[src/rtl/km_bridge_pkg.sv]
// rtl/km_bridge_pkg.sv - shared packet width, opcode constants and arbiter FSM states
package km_bridge_pkg;

  localparam int PKT_W = 64;

  localparam logic [7:0] KM_OP_NOP  = 8'h00;
  localparam logic [7:0] KM_OP_PING = 8'hFE;

  typedef enum logic [1:0] {
    ST_IDLE     = 2'd0,
    ST_ISSUE    = 2'd1,
    ST_WAIT_RSP = 2'd2,
    ST_GAP      = 2'd3
  } km_arb_state_e;

endpackage

[src/rtl/rr_arbiter_n.sv]
// rtl/rr_arbiter_n.sv - round-robin pick of the first pending requester at or after the pointer
module rr_arbiter_n #(
  parameter int N_REQ = 3,
  localparam int IDX_W = $clog2(N_REQ)
) (
  input  logic             clk,
  input  logic             rst_n,
  input  logic [N_REQ-1:0] req_i,
  input  logic             advance_i,
  input  logic [IDX_W-1:0] owner_i,
  output logic             any_o,
  output logic [IDX_W-1:0] win_idx_o,
  output logic [N_REQ-1:0] win_oh_o
);

  localparam logic [IDX_W:0]   N_EXT = (IDX_W+1)'(N_REQ);
  localparam logic [IDX_W-1:0] LAST  = IDX_W'(N_REQ-1);

  logic [IDX_W-1:0] ptr_q, ptr_d;
  logic [IDX_W:0]   sum;
  logic [IDX_W-1:0] cand;

  // One extra bit on the sum keeps ptr+i from wrapping before the mod-N fold.
  always_comb begin
    any_o     = 1'b0;
    win_idx_o = '0;
    win_oh_o  = '0;
    sum       = '0;
    cand      = '0;
    for (int i = 0; i < N_REQ; i++) begin
      sum = {1'b0, ptr_q} + (IDX_W+1)'(i);
      if (sum >= N_EXT) sum = sum - N_EXT;
      cand = sum[IDX_W-1:0];
      if (!any_o && req_i[cand]) begin
        any_o           = 1'b1;
        win_idx_o       = cand;
        win_oh_o[cand]  = 1'b1;
      end
    end
  end

  always_comb begin
    ptr_d = ptr_q;
    if (advance_i) ptr_d = (owner_i == LAST) ? '0 : owner_i + 1'b1;
  end

  always_ff @(posedge clk or negedge rst_n) begin
    if (!rst_n) ptr_q <= '0;
    else        ptr_q <= ptr_d;
  end

endmodule

[src/rtl/km_spi_tx_arbiter.sv]
// rtl/km_spi_tx_arbiter.sv - shares one SPI master between N requesters with response routing, gap and watchdog
module km_spi_tx_arbiter #(
  parameter int N_REQ       = 3,
  parameter int PKT_W       = 64,
  parameter int MIN_GAP     = 48,
  parameter int RSP_TIMEOUT = 48000
) (
  input  logic                   clk,
  input  logic                   rst_n,
  input  logic [N_REQ-1:0]       req_valid,
  input  logic [N_REQ*PKT_W-1:0] req_data,
  output logic [N_REQ-1:0]       req_grant,
  output logic [N_REQ-1:0]       rsp_valid,
  output logic [PKT_W-1:0]       rsp_data,
  output logic [PKT_W-1:0]       m_tx_data,
  output logic                   m_tx_valid,
  input  logic                   m_tx_ready,
  input  logic [PKT_W-1:0]       m_rx_data,
  input  logic                   m_rx_valid,
  output logic                   busy,
  output logic                   timeout_err
);

  import km_bridge_pkg::*;

  localparam int IDX_W = $clog2(N_REQ);
  localparam int WD_W  = $clog2(RSP_TIMEOUT) + 1;
  localparam int GAP_W = $clog2(MIN_GAP) + 1;
  localparam logic [WD_W-1:0]  WD_LAST  = WD_W'(RSP_TIMEOUT - 1);
  localparam logic [GAP_W-1:0] GAP_LAST = GAP_W'(MIN_GAP - 1);

  km_arb_state_e    state_q, state_d;
  logic [IDX_W-1:0] owner_q, owner_d;
  logic [PKT_W-1:0] tx_data_q, tx_data_d;
  logic             tx_valid_q, tx_valid_d;
  logic [N_REQ-1:0] grant_q, grant_d;
  logic [N_REQ-1:0] rsp_valid_q, rsp_valid_d;
  logic [PKT_W-1:0] rsp_data_q, rsp_data_d;
  logic             timeout_q, timeout_d;
  logic             busy_q;
  logic [WD_W-1:0]  wd_q, wd_d;
  logic [GAP_W-1:0] gap_q, gap_d;

  logic             rr_any;
  logic [IDX_W-1:0] rr_idx;
  logic [N_REQ-1:0] rr_oh;
  logic             rr_advance;

  assign rr_advance = (state_q == ST_ISSUE);

  rr_arbiter_n #(.N_REQ(N_REQ)) u_rr (
    .clk       (clk),
    .rst_n     (rst_n),
    .req_i     (req_valid),
    .advance_i (rr_advance),
    .owner_i   (owner_q),
    .any_o     (rr_any),
    .win_idx_o (rr_idx),
    .win_oh_o  (rr_oh)
  );

  always_comb begin
    state_d     = state_q;
    owner_d     = owner_q;
    tx_data_d   = tx_data_q;
    tx_valid_d  = 1'b0;
    grant_d     = '0;
    rsp_valid_d = '0;
    rsp_data_d  = rsp_data_q;
    timeout_d   = 1'b0;
    wd_d        = wd_q;
    gap_d       = gap_q;
    unique case (state_q)
      ST_IDLE: begin
        if (rr_any && m_tx_ready) begin
          owner_d   = rr_idx;
          tx_data_d = req_data[rr_idx*PKT_W +: PKT_W];
          grant_d   = rr_oh;
          state_d   = ST_ISSUE;
        end
      end
      ST_ISSUE: begin
        tx_valid_d = 1'b1;
        wd_d       = '0;
        state_d    = ST_WAIT_RSP;
      end
      // A response landing on the expiry cycle is delivered rather than aborted.
      ST_WAIT_RSP: begin
        if (m_rx_valid) begin
          rsp_data_d           = m_rx_data;
          rsp_valid_d[owner_q] = 1'b1;
          gap_d                = '0;
          state_d              = ST_GAP;
        end else if (wd_q == WD_LAST) begin
          timeout_d = 1'b1;
          gap_d     = '0;
          state_d   = ST_GAP;
        end else begin
          wd_d = wd_q + 1'b1;
        end
      end
      ST_GAP: begin
        if (gap_q == GAP_LAST) state_d = ST_IDLE;
        else                   gap_d   = gap_q + 1'b1;
      end
      default: state_d = ST_IDLE;
    endcase
  end

  always_ff @(posedge clk or negedge rst_n) begin
    if (!rst_n) begin
      state_q     <= ST_IDLE;
      owner_q     <= '0;
      tx_data_q   <= '0;
      tx_valid_q  <= 1'b0;
      grant_q     <= '0;
      rsp_valid_q <= '0;
      rsp_data_q  <= '0;
      timeout_q   <= 1'b0;
      busy_q      <= 1'b0;
      wd_q        <= '0;
      gap_q       <= '0;
    end else begin
      state_q     <= state_d;
      owner_q     <= owner_d;
      tx_data_q   <= tx_data_d;
      tx_valid_q  <= tx_valid_d;
      grant_q     <= grant_d;
      rsp_valid_q <= rsp_valid_d;
      rsp_data_q  <= rsp_data_d;
      timeout_q   <= timeout_d;
      busy_q      <= (state_d != ST_IDLE);
      wd_q        <= wd_d;
      gap_q       <= gap_d;
    end
  end

  assign req_grant   = grant_q;
  assign rsp_valid   = rsp_valid_q;
  assign rsp_data    = rsp_data_q;
  assign m_tx_data   = tx_data_q;
  assign m_tx_valid  = tx_valid_q;
  assign busy        = busy_q;
  assign timeout_err = timeout_q;

endmodule

[config.mk]
export PLATFORM = sky130hd
export DESIGN_NAME = km_spi_tx_arbiter
export DESIGN_NICKNAME = d
export VERILOG_FILES = /design/src/rtl/km_bridge_pkg.sv /design/src/rtl/rr_arbiter_n.sv /design/src/rtl/km_spi_tx_arbiter.sv
export SDC_FILE = /design/constraint.sdc
export NUM_CORES = 1
export LEC_CHECK = 0
export ABC_AREA = 1
export CAP_MARGIN = 30
export CELL_PAD_IN_SITES_DETAIL_PLACEMENT = 0
export CELL_PAD_IN_SITES_GLOBAL_PLACEMENT = 1
export CORE_MARGIN = 1.5
export CORE_UTILIZATION = 32
export DETAILED_ROUTE_END_ITERATION = 10
export PLACE_DENSITY = 0.89
export SYNTH_ARGS = -nofsm -noshare
export SYNTH_HDL_FRONTEND = slang
export SYNTH_HIERARCHICAL = 1
export SYNTH_SLANG_ARGS = --single-unit
[constraint.sdc]
create_clock -name clk -period 6.13 [get_ports clk]
set_input_delay 0.613 -clock clk [delete_from_list [all_inputs] [get_ports clk]]
set_output_delay 0.613 -clock clk [all_outputs]
set_load 0.05 [all_outputs]
Word level (Yosys, flattened, before mapping)
Cells that the tools add are included.

operators by class
  $add $sub $neg = 8
  magnitude comparators = 11
  equality and inequality tests = 10
  shift-type cells = 1
  mux-type cells = 47
  bitwise logic cells = 2
  reductions and logical operators = 17

operators with widths
  kind                                                                                  number
  192-bit by 9-bit variable part select with 64-bit output                              1
  17-bit two-way mux                                                                    2
  17-bit one-hot mux with 2 select lines                                                1
  2-bit two-way mux                                                                     11
  3-bit two-way mux                                                                     7
  7-bit two-way mux                                                                     3
  17-bit by 1-bit adder with 17-bit output (second input constant)                      1
  17-bit by 16-bit equality test with 1-bit output (second input constant)              1
  1-bit two-way mux                                                                     14
  7-bit one-hot mux with 2 select lines                                                 1
  2-bit by 3-bit < comparator with 1-bit output (second input constant)                 4
  1-bit demux with 2-bit select                                                         4
  2-bit by 1-bit greater-or-equal comparator with 1-bit output (second input constant)  4
  2-bit one-hot mux with 4 select lines                                                 1
  7-bit by 1-bit adder with 7-bit output (second input constant)                        1
  7-bit by 6-bit equality test with 1-bit output (second input constant)                1
  1-bit logical AND                                                                     7
  1-bit binary-select mux with 2-bit select                                             3
  2-bit equality test (second input constant)                                           3
  3-bit by 2-bit greater-or-equal comparator with 1-bit output (second input constant)  2
  2-bit inequality test (second input constant)                                         3
  3-bit OR                                                                              2
  3-bit AND reduction                                                                   2
  2-bit nonzero test                                                                    3
  other kinds (10)                                                                      14

storage, ports and cells
  flip-flop bits (word level) = 167

Longest topological paths before layout
  word-level depth = 15
  gate-level depth with buffers = 17
  mapped depth without buffers = 15

Cells and area by module
The synthesis kept the hierarchy.

modules (own cells, without submodules)
  module             instances  cells each  area an instance (µm²)
  km_spi_tx_arbiter  1          873         8109.0
  rr_arbiter_n       1          65          395.4

Least setup slack after synthesis
Ideal clock, no wire load.

  path type = flip-flop to flip-flop
  start point = reg u_rr.ptr_q[0]
  end point = reg tx_data_q[35], in the netlist m_tx_data[35]
  data arrival time = 2.120 ns
  data required time = 6.034 ns
  path slack = 3.914 ns
  cell stages (with the launch flop) = 14
  path through = dfrtp_1 -> inv_1 -> ha_1 -> inv_2 -> nand2_1 -> nand3_1 -> nand2_2 -> inv_2 -> nand4_1 -> nand2_1 -> buf_2 -> clkbuf_1 -> nor2_1 -> o32ai_2

RTL lines
  item                                                                                             RTL line                  text
  start, declared                                                                                  rr_arbiter_n.sv:19        logic [IDX_W-1:0] ptr_q, ptr_d;
  start signal, assigned                                                                           rr_arbiter_n.sv:49        else ptr_q <= ptr_d;
  parallel branches: the longest is 10 deep, another holds 2-bit by 1-bit adder with 3-bit output  -
  2-bit two-way mux *                                                                              rr_arbiter_n.sv:34        if (!any_o && req_i[cand]) begin
  named net rr_idx[0]                                                                              km_spi_tx_arbiter.sv:45   logic [IDX_W-1:0] rr_idx;
  192-bit by 9-bit variable part select with 64-bit output *                                       km_spi_tx_arbiter.sv:77   tx_data_d = req_data[rr_idx*PKT_W +: PKT_W];
  end signal, assigned                                                                             km_spi_tx_arbiter.sv:126  tx_data_q <= tx_data_d;
  end, declared                                                                                    km_spi_tx_arbiter.sv:34   logic [PKT_W-1:0] tx_data_q, tx_data_d;

Mark *: on every way through the listed nets, which the timed path passes. The select of a mux whose other input is x is not followed.
A chain may end at the register's enable or synchronous reset.

Worst setup path in the final report
  start point = reg u_rr.ptr_q[0]
  end point = reg tx_data_q[24], in the netlist m_tx_data[24]

Same word-level chain as after synthesis.

==> impl_metrics.ini <==
[status]
status = finished, final reports clean

[power]
leakagePower_nw = 5.72
p_per_area_nw_per_um2 = 586
peakVddDrop_uv = 333
power_mw = 7.84

[synthesis]
synth_edf_count = 0
netlist_instances = 938
synth_area_um2 = 8500
syn_nets = 1207
async_flop_share_pct = 100
syn_area_per_cell_um2 = 9.07
ys_ff_latch = 167
synth_cell_types = 37
synth_seq_area_share_pct = 49.1
synthFlopType = dfrtp_1
yosys_warnings = 6

[setup_path]
required_ns = 6.44
cp-end-kind = flip-flop
max_stage_delay_ns = 0.57
crit_type = reg2reg
worstPathArrival_ns = 3.76
crit_start = u_rr/ptr_q[0]$_DFFE_PN0P_
reg2reg_to = m_tx_data[24]$_DFFE_PN0P_
cpMaxStageDelayCell = buf_4
cp_top_family = buffers and inverters
r2r_cells = 15
crit_chain = inv_1, ha_1, inv_2, nand2_1, nand3_1, nand2_2, inv_2, nand4_1, nand2_1, buf_4, inv_1, nor2_4, buf_4, a21oi_1, o32ai_2
critical_path_buf_inv_count = 6
reg2reg_setup_slack_ns = 2.69
path_max_fanout = 56
cp-start-kind = flip-flop
r2r_start = u_rr/ptr_q[0]$_DFFE_PN0P_

[routing]
wire_per_inst_um = 18.0
drc_errors = 0
totalWireLength_um = 30000
viasPerCell = 4.93
dr.first_iter.drc_count = 665
detailroute.via_count = 8207
first_pass_iters = 5
drtAntennaViolNets = 0

[floorplanning]
io_pins = 400
initial_core_util_pct = 32.6
die_x_um = 166
die_area_um2 = 27600
die_h_um = 166
row_count = 59
core-area_um2 = 26100

[placement]
portBuffers = 399
dpl.hpwl_um = 22000
place_congestion = 0.881
dp_cells = 1629

[grt]
grt_pass1_vias = 8057
grtUsageMet1_pct = 27.2
globalRouteMet2Util_pct = 37.2
grt_pass1_wl_um = 46800
grtUsageMet3_pct = 5.08
antenna_found_initial = 3
grt_most_used_layer = met2
grt_use_total_pct = 21.4
grt_max_degree = 90
grt_overflow = 0

[timing]
fin_crit_sh_pct = 56.2
max_freq_mhz = 290
setup_tns_ns = 0
clock_skew_ns = 0.0135
tightest_slew_ns = 0.955
setup_viol = 0
rsz0062_at_grt = false
maxSlewViolCount = 0
period_needed_ns = 3.44
finalHoldViolCount = 0
maxSlewHeadroom_pct = 36.3

[clocking]
tritoncts = yes
ctsHoldBuffers = 0
htreeDepth = 4
clockBufferDepth = 2
clk_pin_slew_ns = 0.07
clk_latency_ns = 0.43
cts-resized-gates = 0
cts_root_buf = clkbuf_16
numCtsBuffers = 17
cts.sinks = 167
post_cts_buffers = 0

[layout]
synthToLayoutAreaGrowth_pct = 57.4
nets = 1582
stdcell_count = 1664
drive_gt1_share_pct = 11.5
fin_util_pct = 51.4

[run]
maxCapViolations = 0

[min_path]
hold_class = in2async
## state kept, by name, summed over array words and instances, names as in the netlist, 2 cells and up
signal / flops
wd_q: 17
owner_q: 2
rsp_data: 64
req_grant: 3
m_tx_data: 64
rsp_valid: 3
gap_q: 7
state_q: 2
u_rr/ptr_q: 2
## worst max-delay path by stage
stage / endpoint / slack (ns) / cells past startpoint
floorplan: m_tx_data[35]$_DFFE_PN0P_ / 3.91 / 13
finish: m_tx_data[24]$_DFFE_PN0P_ / 2.69 / 15
detailed placement: m_tx_data[35]$_DFFE_PN0P_ / 2.52 / 12
global route: m_tx_data[7]$_DFFE_PN0P_ / 2.48 / 15
CTS: m_tx_data[35]$_DFFE_PN0P_ / 2.71 / 15
global placement: m_tx_data[51]$_DFFE_PN0P_ / 2.31 / 13
## layer usage
| metal | share of wire [%] | up-vias |
|---|---|---|
| li1 | - | 3880 |
| met1 | 42 | 3974 |
| met2 | 50 | 334 |
| met3 | 6.4 | 19 |
| met4 | 1.2 | 0 |
| met5 | 0 | - |
## cell type report
cell class / count / area (um2)
Multi-Input combinational cell: 671 / 3880
Tap cell: 335 / 419
Clock buffer: 17 / 425
Clock inverter: 15 / 191
Fill cell: 2398 / 12700
Inverter: 48 / 180
Antenna cell: 3 / 7.51
Timing Repair Buffer: 408 / 4100
Sequential cell: 167 / 4180
## Yosys cell counts (2+ instances only)
master    number  area share (%)
a21oi_1      101             5.9
buf_1          3            0.13
buf_2         19             1.1
buf_6          8             1.1
clkbuf_1      21            0.93
dfrtp_1      167              49
ha_1           6            0.88
inv_1         42             1.9
inv_2          6            0.26
mux2_2        37             4.9
mux2_4        27             4.8
nand2_1      165             7.3
nand2_2        3            0.22
nand2_4        3            0.40
nand3_1       42             2.5
nand3_2        2            0.24
nand3_4        2            0.41
nand4_1        9            0.66
nor2_1       173             7.6
nor2_2         3            0.22
nor3_1         6            0.35
nor3_2         2            0.24
o21ai_0       39             2.3
o21ai_1       10            0.59
o32ai_1        8            0.82
o32ai_2       19             3.6
xor2_1         5            0.51
## cells in the final DEF (no fill, tap or decap), types with 6 or more instances in the layout
cell | synthesis | routed
o21ai_1 | 10 | 10
mux2_4 | 27 | 27
clkdlybuf4s50_1 | 0 | 398
clkbuf_16 | 0 | 17
mux2_2 | 37 | 37
o21ai_0 | 39 | 39
o32ai_2 | 19 | 19
inv_1 | 42 | 41
nand2_1 | 165 | 163
o32ai_1 | 8 | 8
nor2_1 | 173 | 173
nand4_1 | 9 | 9
nor3_1 | 6 | 6
inv_2 | 6 | 7
a21oi_1 | 101 | 101
buf_4 | 1 | 7
nand3_1 | 42 | 42
dfrtp_1 | 167 | 167
ha_1 | 6 | 6
## logic make-up (layout without fill, tap and decap cells)
logic type	Yosys count	count (layout)	synth area share, %
simple gates	413	413	20.4
compound gates	182	182	13.8
flops	167	167	49.1
buf+inv	100	488	5.44
mux	64	64	9.67
fa+ha+maj	6	6	0.883
xor+xnor	6	6	0.618
other cells	0	3	0
## power breakdown
part	switching (mW)	internal, mW	total (mW)
logic	3.16	1.70	4.85
clock network	0.566	0.562	1.13
registers	0.284	1.58	1.86
## metrics by stage
step                cell area [um2]  hold WS [ns]  setup slack, ns
floorplan                      8500         0.317             3.91
detailed placement            12800         0.477             2.52
global route                  13400         0.200             2.48
global placement              12700         0.469             2.31
CTS                           13400         0.173             2.71
finish                        13400         0.168             2.69
No activity file was read; power rests on OpenSTA's default activity.
